File: src/rtl/gray_convert_arbiter.sv
// gray_convert_arbiter: round-robin arbiter feeding a shared two-stage
// Gray-to-binary conversion pipeline with channel tagging and backpressure.
module gray_convert_arbiter #(
    parameter int unsigned WIDTH  = 5,
    parameter int unsigned NUM_CH = 4,
    localparam int unsigned CHAN_W = $clog2(NUM_CH)
) (
    input  logic                    clock,
    input  logic                    sclr,
    input  logic [NUM_CH-1:0]       req_valid,
    input  logic [NUM_CH*WIDTH-1:0] req_gray,
    output logic [NUM_CH-1:0]       req_ready,
    output logic                    out_valid,
    output logic [WIDTH-1:0]        out_bin,
    output logic [CHAN_W-1:0]       out_chan,
    input  logic                    out_ready
);

    logic              adv;
    logic              grant_found;
    logic [CHAN_W-1:0] grant_idx;
    logic              accept;
    logic [WIDTH-1:0]  grant_gray;
    logic [CHAN_W-1:0] rr_next;

    logic [CHAN_W-1:0] rr_ptr;
    logic              s1_valid;
    logic [WIDTH-1:0]  s1_gray;
    logic [CHAN_W-1:0] s1_chan;
    logic [WIDTH-1:0]  bin_c;

    // Whole pipeline moves only when the output register is free or draining.
    assign adv = !out_valid || out_ready;

    // Round-robin search starting at rr_ptr, ascending with wrap.
    always_comb begin
        int unsigned idx;
        grant_found = 1'b0;
        grant_idx   = '0;
        idx         = 0;
        for (int unsigned off = 0; off < NUM_CH; off++) begin
            idx = 32'(rr_ptr) + off;
            if (idx >= NUM_CH) begin
                idx = idx - NUM_CH;
            end
            if (!grant_found && req_valid[CHAN_W'(idx)]) begin
                grant_found = 1'b1;
                grant_idx   = CHAN_W'(idx);
            end
        end
    end

    // One-hot accept, suppressed during stall or reset.
    always_comb begin
        req_ready = '0;
        if (grant_found && adv && !sclr) begin
            req_ready[grant_idx] = 1'b1;
        end
    end

    assign accept     = grant_found && adv && !sclr;
    assign grant_gray = req_gray[32'(grant_idx) * WIDTH +: WIDTH];
    assign rr_next    = (grant_idx == CHAN_W'(NUM_CH - 1)) ? '0 : grant_idx + CHAN_W'(1);

    // Gray to binary: each bit is the XOR of all Gray bits at or above it.
    always_comb begin
        bin_c            = '0;
        bin_c[WIDTH-1]   = s1_gray[WIDTH-1];
        for (int i = int'(WIDTH) - 2; i >= 0; i--) begin
            bin_c[i] = bin_c[i+1] ^ s1_gray[i];
        end
    end

    // Arbitration stage, conversion stage and round-robin pointer.
    always_ff @(posedge clock) begin
        if (sclr) begin
            rr_ptr    <= '0;
            s1_valid  <= 1'b0;
            s1_gray   <= '0;
            s1_chan   <= '0;
            out_valid <= 1'b0;
            out_bin   <= '0;
            out_chan  <= '0;
        end else if (adv) begin
            out_valid <= s1_valid;
            out_bin   <= bin_c;
            out_chan  <= s1_chan;
            s1_valid  <= accept;
            if (accept) begin
                s1_gray <= grant_gray;
                s1_chan <= grant_idx;
                rr_ptr  <= rr_next;
            end
        end
    end

endmodule

File: config.mk
export PLATFORM = sky130hd
export DESIGN_NAME = gray_convert_arbiter
export DESIGN_NICKNAME = d
export VERILOG_FILES = /design/src/rtl/gray_convert_arbiter.sv
export SDC_FILE = /design/constraint.sdc
export NUM_CORES = 1
export LEC_CHECK = 0
export BUFFER_PORTS_ARGS = -buffer_cell sky130_fd_sc_hd__buf_2
export CAP_MARGIN = 25
export CORE_UTILIZATION = 35
export CTS_BUF_LIST = sky130_fd_sc_hd__clkbuf_4
export CTS_CLUSTER_SIZE = 16
export DETAILED_ROUTE_END_ITERATION = 8
export SYNTH_ARGS = -nofsm -noshare
export SYNTH_HDL_FRONTEND = slang
export SYNTH_SLANG_ARGS = --single-unit
File: constraint.sdc
create_clock -name clock -period 1.8 [get_ports clock]
set_input_delay 0.36 -clock clock [delete_from_list [all_inputs] [get_ports clock]]
set_output_delay 0.36 -clock clock [all_outputs]
set_load 0.05 [all_outputs]
==> results.yml <==
power_and_ir_drop:
  power_density_nw_per_um2: 948
  power_mw: 1.38
  cellLeakagePower_nw: 0.662
  vdd_drop_max_mv: 0.639
timing:
  rsz0062_at_grt: "yes"
  relSlewSlack_pct: 75.6
  worstMarginPinSlew_ns: 0.365
  finalSetupViolCount: 3
  finalCritPeriodShare_pct: 111
  hold_viol: 0
  slew_viol_final: 0
  skew_ns: 0.00493
  fmax_ghz: 0.501
  fin_setup_tns_ns: -0.554
  fin_ws_ns: -0.196
  min_period_ns: 2.00
floorplanning:
  die_area_um2: 3170
  rows: 19
  start_util_pct: 37.2
  ioPinCount: 39
  dieHeight_um: 56.3
  fp.coreArea_um2: 2780
  die_w_um: 56.3
clock_tree:
  numClockSinks: 18
  insertion_delay_ns: 0.30
  cts_tree: "done"
  postCtsHoldBufs: 0
  ctsHtreeMaxLevel: 1
  ctsRootBufferMaster: "clkbuf_4"
  cts.path.max_buffers: 2
  clk_pin_slew_worst_paths_ns: 0.11
  cts_buffers: 3
critical_path:
  reg2reg_from: "rr_ptr[1]$_SDFFE_PP0P_"
  critPathArrivalTime_ns: 1.64
  crit_family: "simple AND/OR/NAND/NOR gates"
  cp_slowest_stage_delay_ns: 0.38
  cp_slowest_cell: "dfxtp_4"
  timing_worst_setup_path_type: "reg -> out"
  path_buf_inv: 2
  path_depth: 6
  r2r_cells: 7
  crit_path_start_kind: "flop"
  cp_max_fo: 6
  cp.required_ns: 1.44
  crit_start: "rr_ptr[1]$_SDFFE_PP0P_"
  path_cells: "or3b_1 -> o221ai_2 -> inv_2 -> ha_4 -> and2_4 -> buf_8"
  cp-end-kind: "output port"
synthesis:
  synthArstFlopShare_pct: 0
  ys_seq_elements: 18
  yosysUniqueCellTypes: 36
  synth_fp_nets: 141
  ys_seq_area_share_pct: 34.9
  ys.flop_type: "dfxtp_1"
  yosysWarnings: 0
  syn_avg_cell_area_um2: 9.15
  synth_edf_count: 0
  syn_area_um2: 1030
  synthCells: 113
status:
  status: "finished with violations"
  violations: "setup timing"
route:
  routed_via_density: 5.13
  wl_per_cell_um: 13.0
  drtIter0Drc: 12
  first_pass_iters: 4
  ant_nets: 0
  wl_um: 2540
  vias: 1001
  remaining_drc_errors: 0
min_path:
  hp-class: "in -> reg"
  holdPathStages: 3
  hp-start: "req_gray[8]"
finish:
  drive_above_1_share_pct: 45.7
  fin_area_um2: 1460
  final_nets: 193
  areaGrowthSynthToFinish_pct: 40.8
  diodes: 0
global_routing:
  grt_pass1_vias: 1058
  overflow: 0
  grt_pass1_wl_um: 4460
  grt_max_degree: 15
  track_usage_pct: 17.8
  antenna_found_initial: 0
placed_design:
  hpwl_um: 1950
  dpl-instance-area_um2: 1380
  portBuffers: 38
  globalplace.congestion: 0.773
flow_run:
  drv_cap: 0
worst paths after layout:
| kind | to | slack, ns |
|---|---|---|
| max | req_ready[3] | -0.20 |
| min | s1_gray[3]$_SDFFE_PP0P_ | 0.36 |
| max reg2reg | s1_gray[4]$_SDFFE_PP0P_ | 0.19 |
| min reg2reg | out_bin[0]$_SDFFE_PP0P_ | 0.46 |
what timing repair did:
item	CTS	global route
pin swaps	5	1
gates resized for setup	13	2
endpoints found under the setup margin	4	7
buffers inserted	2	0
cell usage in the layout, fill, tap and decap left out, drive strengths merged, types with 2 or more instances in the layout:
cell    count
nor2        9
a211oi      3
a21oi       9
nand2      14
buf        55
xnor2       2
o211ai      7
o221ai      5
o21ai       3
mux2i      10
clkbuf      3
dfxtp      18
inv         5
nor3        3
worst reg2reg max path: cells and delay by family (launching register included):
| family | cells | cell delay, ns |
|---|---|---|
| simple gates | 2 | 0.43 |
| flops | 1 | 0.38 |
| mux | 1 | 0.28 |
| buf+inv | 2 | 0.26 |
| compound gates | 2 | 0.16 |
power breakdown:
part / switching, mW / internal, mW / total, mW
logic: 0.370 / 0.277 / 0.647
clock network: 0.129 / 0.0808 / 0.210
registers: 0.0496 / 0.473 / 0.522
total: 0.549 / 0.830 / 1.38
flip-flops by register name, summed over array words and instances (netlist names):
name,cells
out_chan,2
s1_valid,1
out_bin,5
s1_chan,2
s1_gray,5
out_valid,1
rr_ptr,2
metal layers:
metal / part of all wire [%] / vias to the layer above / track usage (%)
li1: - / 514 / -
met3: 5.5 / 4 / 5.53
met5: 0 / - / 0
met1: 48 / 451 / 21.0
met4: 1.2 / 0 / 5.57
met2: 45 / 32 / 30.6
metrics by stage:
step                hold WS [ns]  cells  setup WS, ns  util, %
CTS                        0.367    195        -0.209     52.3
finish                     0.363    195        -0.196     52.3
global route               0.382    195        -0.253     52.3
floorplan                  0.436    113       -0.0221        -
global placement           0.441    189       -0.0620     49.5
detailed placement         0.448    189       -0.0967     49.5
cells in the mapped netlist (2+ instances only):
master | number | area [µm²]
nand2_1 | 14 | 52.6
inv_1 | 5 | 18.8
a21oi_1 | 9 | 45.0
a211oi_1 | 3 | 22.5
o211ai_1 | 7 | 52.6
o21ai_0 | 2 | 10.0
clkbuf_1 | 4 | 15.0
nor2_1 | 9 | 33.8
dfxtp_1 | 18 | 360
o221ai_1 | 4 | 35.0
mux2i_1 | 10 | 100
buf_4 | 2 | 15.0
xnor2_1 | 2 | 17.5
nor3_1 | 2 | 10.0
final cells by class:
type                    count  area [µm²]
clock buffers               3        22.5
repair buffers             55         359
fillers                   280        1330
well taps                  31        38.8
flip-flops and latches     18         369
inverters                   5        18.8
clock inverters             1        3.75
multi-input cells          82         643
cells by family (layout without fill, tap and decap cells):
family / count (synthesis) / after routing / synth area share, %
AOI/OAI and AO/OA: 33 / 33 / 23.7
xor gates and xnor gates: 4 / 4 / 4.72
adders and majority gates: 1 / 1 / 1.21
buffers and inverters: 13 / 64 / 7.75
DFF: 18 / 18 / 34.9
muxes: 11 / 11 / 11.1
and+or+nand+nor: 33 / 33 / 16.6
Note: power is estimated with default switching activity, not from simulation.
